===== src/rtl/axi_r_router.sv =====
// -----------------------------------------------------------------------------
// axi_r_router
//
// Read-response router for a two-master AXI interconnect. Sits on the slave
// side of the shared read path, behind the AR arbiter. Every accepted AR
// transfer pushes its owner (M0/M1) into a small circular FIFO in issue order.
// The FIFO head selects which master receives the slave's R beats. The head is
// popped on the handshaked RLAST beat. While the FIFO is full, ar_block tells
// the arbiter to withhold further AR grants.
//
// Parameters
//   DATA_W      R data width
//   DEPTH       maximum outstanding read bursts (power of two, >= 2)
//
// Ports
//   clk, rst                     clock, asynchronous active-high reset
//   ar_hs, ar_sel                AR handshake on shared bus / owner of that AR
//   ar_block                     owner queue full, hold off AR grants
//   s_rvalid/rdata/rresp/rlast   R channel from the slave
//   s_rready                     ready back to the slave
//   m0_r*, m1_r*                 R channel towards master 0 / master 1
//   outstanding                  number of queued bursts (registered)
//   err_stray                    sticky: R beat accepted while queue empty
//
// Configuration
//   R_ROUTER_ERR_EN  When defined, beats that arrive with an empty queue are
//                    sunk (s_rready=1) and flagged in err_stray. When
//                    undefined, such beats are stalled and err_stray is 0.
// -----------------------------------------------------------------------------
module axi_r_router #(
  parameter int DATA_W = 32,
  parameter int DEPTH  = 4
) (
  input  logic                       clk,
  input  logic                       rst,

  input  logic                       ar_hs,
  input  logic                       ar_sel,
  output logic                       ar_block,

  input  logic                       s_rvalid,
  input  logic [DATA_W-1:0]          s_rdata,
  input  logic [1:0]                 s_rresp,
  input  logic                       s_rlast,
  output logic                       s_rready,

  output logic                       m0_rvalid,
  output logic [DATA_W-1:0]          m0_rdata,
  output logic [1:0]                 m0_rresp,
  output logic                       m0_rlast,
  input  logic                       m0_rready,

  output logic                       m1_rvalid,
  output logic [DATA_W-1:0]          m1_rdata,
  output logic [1:0]                 m1_rresp,
  output logic                       m1_rlast,
  input  logic                       m1_rready,

  output logic [$clog2(DEPTH+1)-1:0] outstanding,
  output logic                       err_stray
);

  localparam int PTR_W = $clog2(DEPTH);
  localparam int CNT_W = $clog2(DEPTH+1);
  localparam logic [CNT_W-1:0] FULL_CNT = CNT_W'(DEPTH);

  typedef enum logic {
    OWNER_M0 = 1'b0,
    OWNER_M1 = 1'b1
  } owner_e;

`ifdef R_ROUTER_ERR_EN
  localparam logic EMPTY_RREADY = 1'b1;
`else
  localparam logic EMPTY_RREADY = 1'b0;
`endif

  // Owner queue storage and bookkeeping
  logic [DEPTH-1:0] owner_q;
  logic [PTR_W-1:0] wr_ptr_q, wr_ptr_d;
  logic [PTR_W-1:0] rd_ptr_q, rd_ptr_d;
  logic [CNT_W-1:0] count_q,  count_d;

  logic   not_empty;
  logic   full;
  logic   push;
  logic   pop;
  logic   r_hs;
  owner_e head_owner;

  assign not_empty  = (count_q != '0);
  assign full       = (count_q == FULL_CNT);
  assign head_owner = owner_e'(owner_q[rd_ptr_q]);

  // ---------------------------------------------------------------------------
  // Routing: purely combinational, zero added latency in both directions.
  // ---------------------------------------------------------------------------
  always_comb begin
    // NOTE: every output gets a default before any branch so that no path
    // leaves a signal unassigned, which would otherwise infer a latch.
    m0_rvalid = 1'b0;
    m0_rdata  = '0;
    m0_rresp  = 2'b00;
    m0_rlast  = 1'b0;
    m1_rvalid = 1'b0;
    m1_rdata  = '0;
    m1_rresp  = 2'b00;
    m1_rlast  = 1'b0;
    s_rready  = EMPTY_RREADY;

    if (not_empty) begin
      if (head_owner == OWNER_M1) begin
        m1_rvalid = s_rvalid;
        m1_rdata  = s_rdata;
        m1_rresp  = s_rresp;
        m1_rlast  = s_rlast;
        s_rready  = m1_rready;
      end else begin
        m0_rvalid = s_rvalid;
        m0_rdata  = s_rdata;
        m0_rresp  = s_rresp;
        m0_rlast  = s_rlast;
        s_rready  = m0_rready;
      end
    end
  end

  assign r_hs = s_rvalid & s_rready;

  // Only a handshaked last beat of a queued burst retires the head; stray
  // beats on an empty queue never touch the pointers.
  assign pop  = r_hs & s_rlast & not_empty;

  // A full queue still accepts an AR in the same cycle as a pop: the slot
  // freed by the pop is reused, so the count stays at DEPTH. A push while
  // full with no pop is a protocol violation and is dropped.
  assign push = ar_hs & (~full | pop);

  // ---------------------------------------------------------------------------
  // Queue next-state
  // ---------------------------------------------------------------------------
  always_comb begin
    wr_ptr_d = wr_ptr_q;
    rd_ptr_d = rd_ptr_q;
    count_d  = count_q;

    if (push) begin
      wr_ptr_d = wr_ptr_q + PTR_W'(1);
    end
    if (pop) begin
      rd_ptr_d = rd_ptr_q + PTR_W'(1);
    end

    unique case ({push, pop})
      2'b10:   count_d = count_q + CNT_W'(1);
      2'b01:   count_d = count_q - CNT_W'(1);
      default: count_d = count_q;
    endcase
  end

  // NOTE: state registers use non-blocking assignments so every register
  // samples the pre-edge values of its peers, independent of statement order.
  always_ff @(posedge clk or posedge rst) begin
    if (rst) begin
      wr_ptr_q <= '0;
      rd_ptr_q <= '0;
      count_q  <= '0;
    end else begin
      wr_ptr_q <= wr_ptr_d;
      rd_ptr_q <= rd_ptr_d;
      count_q  <= count_d;
    end
  end

  // NOTE: the owner storage is deliberately not reset; an entry is only ever
  // read while count_q says it holds a valid push, so its reset value is
  // irrelevant and leaving it out keeps the storage a plain register file.
  always_ff @(posedge clk) begin
    if (push) begin
      owner_q[wr_ptr_q] <= ar_sel;
    end
  end

  assign ar_block    = full;
  assign outstanding = count_q;

  // ---------------------------------------------------------------------------
  // Stray-beat detection
  // ---------------------------------------------------------------------------
`ifdef R_ROUTER_ERR_EN
  logic err_stray_q, err_stray_d;

  assign err_stray_d = err_stray_q | (r_hs & ~not_empty);

  always_ff @(posedge clk or posedge rst) begin
    if (rst) begin
      err_stray_q <= 1'b0;
    end else begin
      err_stray_q <= err_stray_d;
    end
  end

  assign err_stray = err_stray_q;
`else
  assign err_stray = 1'b0;
`endif

endmodule

===== config.mk =====
export PLATFORM = sky130hd
export DESIGN_NAME = axi_r_router
export DESIGN_NICKNAME = d
export VERILOG_FILES = /design/src/rtl/axi_r_router.sv
export SDC_FILE = /design/constraint.sdc
export NUM_CORES = 1
export LEC_CHECK = 0
export ABC_AREA = 1
export BUFFER_PORTS_ARGS = -buffer_cell sky130_fd_sc_hd__buf_4
export CAP_MARGIN = 20
export CELL_PAD_IN_SITES_DETAIL_PLACEMENT = 1
export CELL_PAD_IN_SITES_GLOBAL_PLACEMENT = 1
export CORE_AREA = 5 5 83 93
export CTS_BUF_LIST = sky130_fd_sc_hd__clkbuf_4 sky130_fd_sc_hd__clkbuf_8 sky130_fd_sc_hd__clkbuf_16
export DETAILED_ROUTE_END_ITERATION = 6
export DIE_AREA = 0 0 88 98
export GPL_TIMING_DRIVEN = 0
export HOLD_SLACK_MARGIN = 0.12
export PLACE_DENSITY = 0.87
export SLEW_MARGIN = 30
export SYNTH_ARGS = -nofsm -noshare
export SYNTH_HDL_FRONTEND = slang
export SYNTH_SLANG_ARGS = --single-unit

===== constraint.sdc =====
create_clock -name clk -period 1.65 [get_ports clk]
set_input_delay 0.33 -clock clk [delete_from_list [all_inputs] [get_ports clk]]
set_output_delay 0.33 -clock clk [all_outputs]
set_load 0.02 [all_outputs]

==> key figures <==
Logic synthesis
  • Yosys warns: 0
  • Net count after synthesis: 251
  • Distinct cell type count after synthesis: 29
  • Synth Area per Inst: 7.34 µm²
  • Gate count of the mapped netlist: 204
  • Seq/Total Area, Yosys: 0.197
  • Fraction of registers with async set or reset after synthesis: 0.636
  • Count of state elements after synthesis: 11
  • Netlist area before placement: 1500 µm²
  • Number of synthesized flops with an enable pin: 4
  • Flip-flop cell with the highest count after synthesis: dfrtp_1

Routing
  • Number of nets still failing antenna checks after routing: 0
  • Via/cell ratio: 4.89
  • Overall routed net length: 10400 µm
  • DR WL/cell: 23.6 µm
  • DRC violation count after routing: 0
  • Iteration-0 DRC Markers: 62
  • Iteration count of the initial detailed-routing pass: 4
  • Total via count in the routed design: 2151

Critical path
  • Dominant cell type by count on the critical path: nand2_2
  • Crit Path Class: flop to primary output
  • Critical path's slowest cell: dfrtp_2
  • Delay of the slowest cell on the worst path: 0.44 ns
  • Endpoint required time on the critical path: 1.32 ns
  • Critical path endpoint category: primary output
  • Arrival time at the worst endpoint: 1.69 ns
  • Type of element launching the critical path: flop
  • Max FO, Critical Path: 10
  • Chain of cells forming the critical path: inv_2 > nand2_2 > nand3_2 > nand2_2 > buf_12 > buf_8 > nor3_2 > buf_4
  • Worst Reg-to-Reg Cells: 14
  • Reg2Reg Setup Slack: -0.35 ns

Timing
  • Count of endpoints failing setup in the final report: 83
  • Count of pins over their slew limit: 0
  • Period minus WS final: 2.02 ns
  • Fmax: 496 MHz
  • Unrepaired setup endpoints after global routing: yes
  • Max Clock Skew: 0.00775 ns
  • Post-route worst hold slack: 0.299 ns
  • Count of endpoints failing hold in the final timing report: 0
  • Share of the clock period used by the worst path: 1.22
  • Worst Setup Slack, final: -0.368 ns

Global routing
  • Antenna violations before repair: 0
  • GRT Util Overall: 0.189
  • Pin count of the biggest net entering global routing: 11
  • Leftover overflow at the end of global routing: 0
  • First-pass GRT wire length: 12600 µm
  • Vias in the first global route: 2249

Floorplanning
  • Area enclosed by the die boundary: 8620 µm²
  • Die outline width: 88 µm
  • Floorplan row count: 32
  • Die Y-Extent: 98 µm
  • Effective utilization at floorplan: 0.221
  • CORE AREA: 6770 µm²
  • Total I/O pin count: 120

Min path
  • Cell count of the worst hold path: 1
  • Hold crit path type: input pin to flop

CTS
  • Clock latency of the later-clocked register in the worst-skew pair: 0.24 ns
  • Buffers from clock root to sink, at most: 2
  • Clk sink count: 11
  • Clk Tree Root Cell: clkbuf_8
  • CTS clock-pin slew for the worst setup and hold paths: 0.05 ns
  • CTS tree: yes
  • Clock H-tree levels: 1
  • Number of buffers inserted during clock tree synthesis: 3

Finish
  • Layout area overhead: 164%
  • Antenna Cells: 0
  • Share of final-layout standard cells stronger than drive strength 1: 0.761
  • Number of nets in the final layout: 403

Place
  • Final weighted congestion in routability-driven placement: 0.822
  • Final HPWL DP: 5700 µm
  • Post-Place Setup Slack: -0.351 ns
  • Buffers added on ports: 118

Power and ir drop
  • Worst IR Drop VDD: 0.00126 V
  • PD cells: 2410 nW/µm²
  • Leakage: 1.82 nW

Outcome
  • Result of the run: finished, violations left
  • Violations in the final reports: setup timing

Job
  • Max-capacitance violation count: 0
-- metrics by stage --
step / cell area, µm² / instances / power, mW / util / TNS [ns]
CTS: 3550 / 433 / 8.27 / 0.524 / -20.34
global placement: 2850 / 407 / 6.07 / 0.421 / -15.80
global route: 3950 / 440 / 9.95 / 0.583 / -29.23
detailed placement: 2850 / 407 / 6.20 / 0.421 / -17.63
finish: 3950 / 440 / 9.53 / 0.583 / -22.77
floorplan: 1850 / 204 / 4.23 / - / -1.76
-- final timing paths --
path | start | to
min in group asynchronous | rst | outstanding[2]
max in group asynchronous | rst | rd_ptr_q[0]
min reg2reg | rd_ptr_q[1] | rd_ptr_q[1]
max reg2reg | rd_ptr_q[0] | outstanding[2]
max | rd_ptr_q[0] | m1_rdata[13]
min | ar_sel | owner_q[3]
-- registers in the layout, summed over array words and instances, names as in the netlist --
name and cells:
outstanding 3, owner_q 4, rd_ptr_q 2, wr_ptr_q 2
-- cell usage after synthesis, types with 2 or more instances --
master / n / area [µm²]
nand4_1: 2 / 12.5
inv_2: 3 / 11.3
ha_1: 4 / 50.1
edfxtp_1: 4 / 120
nor2_2: 2 / 12.5
dfrtp_1: 7 / 175
nor3_2: 30 / 300
nand3_1: 2 / 10.0
nor2_1: 6 / 22.5
nor3_1: 42 / 210
buf_2: 9 / 45.0
inv_1: 55 / 206
buf_6: 3 / 33.8
nand2_1: 11 / 41.3
nand2_4: 3 / 33.8
xor2_2: 2 / 32.5
nand3_2: 4 / 40.0
buf_4: 2 / 15.0
nand2_2: 3 / 18.8
-- timing repair --
action                                  in CTS  in global routing
endpoints found under the setup margin      79                 84
cloned                                       3                  4
resized for setup                          108                 62
hold endpoints to repair                     7                  0
hold buffers                                 1                  0
setup buffers                               18                  3
pin swaps                                    2                  2
-- critical path: cells and delay by family, from the launching register on --
kind / cells / cell delay (ns)
simple gates: 4 / 0.39
buf+inv: 4 / 0.60
flops: 1 / 0.44
-- cells by family (layout without fill, tap and decap cells) --
logic type | count (synthesis) | in the layout | synth area share
AND/OR/NAND/NOR | 108 | 108 | 0.503
buffers and inverters | 73 | 224 | 0.211
flip-flops | 11 | 11 | 0.197
adder cells (fa/ha/maj) | 5 | 5 | 0.0468
AO/OA/AOI/OAI | 3 | 3 | 0.0125
XOR/XNOR | 3 | 3 | 0.0276
other | 1 | 1 | 0.00251
-- layout by cell type (no fill, tap or decap), drive strengths merged --
cell type and instances:
nand3 7, inv 57, nor3 72, clkbuf 8, nor2 9, xor2 3
dfrtp 7, buf 156, ha 4, nand4 3, conb 1, edfxtp 4
o21ai 1, fa 1, nand2 17, clkinv 1, dlygate4sd3 1, clkinvlp 1
a21oi 2
-- metal layers --
layer / up-vias / track usage / wire length (µm)
met3: 30 / 0.0371 / 859
li1: 952 / - / -
met5: - / 0 / 0
met1: 1043 / 0.183 / 3130
met2: 126 / 0.382 / 6010
met4: 0 / 0.0567 / 392
-- report_power, final --
| part | switching, mW | internal (mW) |
|---|---|---|
| registers | 0.0984 | 0.403 |
| clock network | 0.102 | 0.186 |
| logic | 4.84 | 3.90 |
-- final cells by class --
cell class / instances / area [µm²]
repair inverters: 1 / 7.51
well taps: 85 / 106
inverters: 58 / 243
multi-input cells: 120 / 1510
flip-flops and latches: 11 / 298
repair buffers: 146 / 1450
fillers: 710 / 2820
plain buffers: 15 / 279
clock buffers: 4 / 48.8
Power figures use the tool's default switching activity.
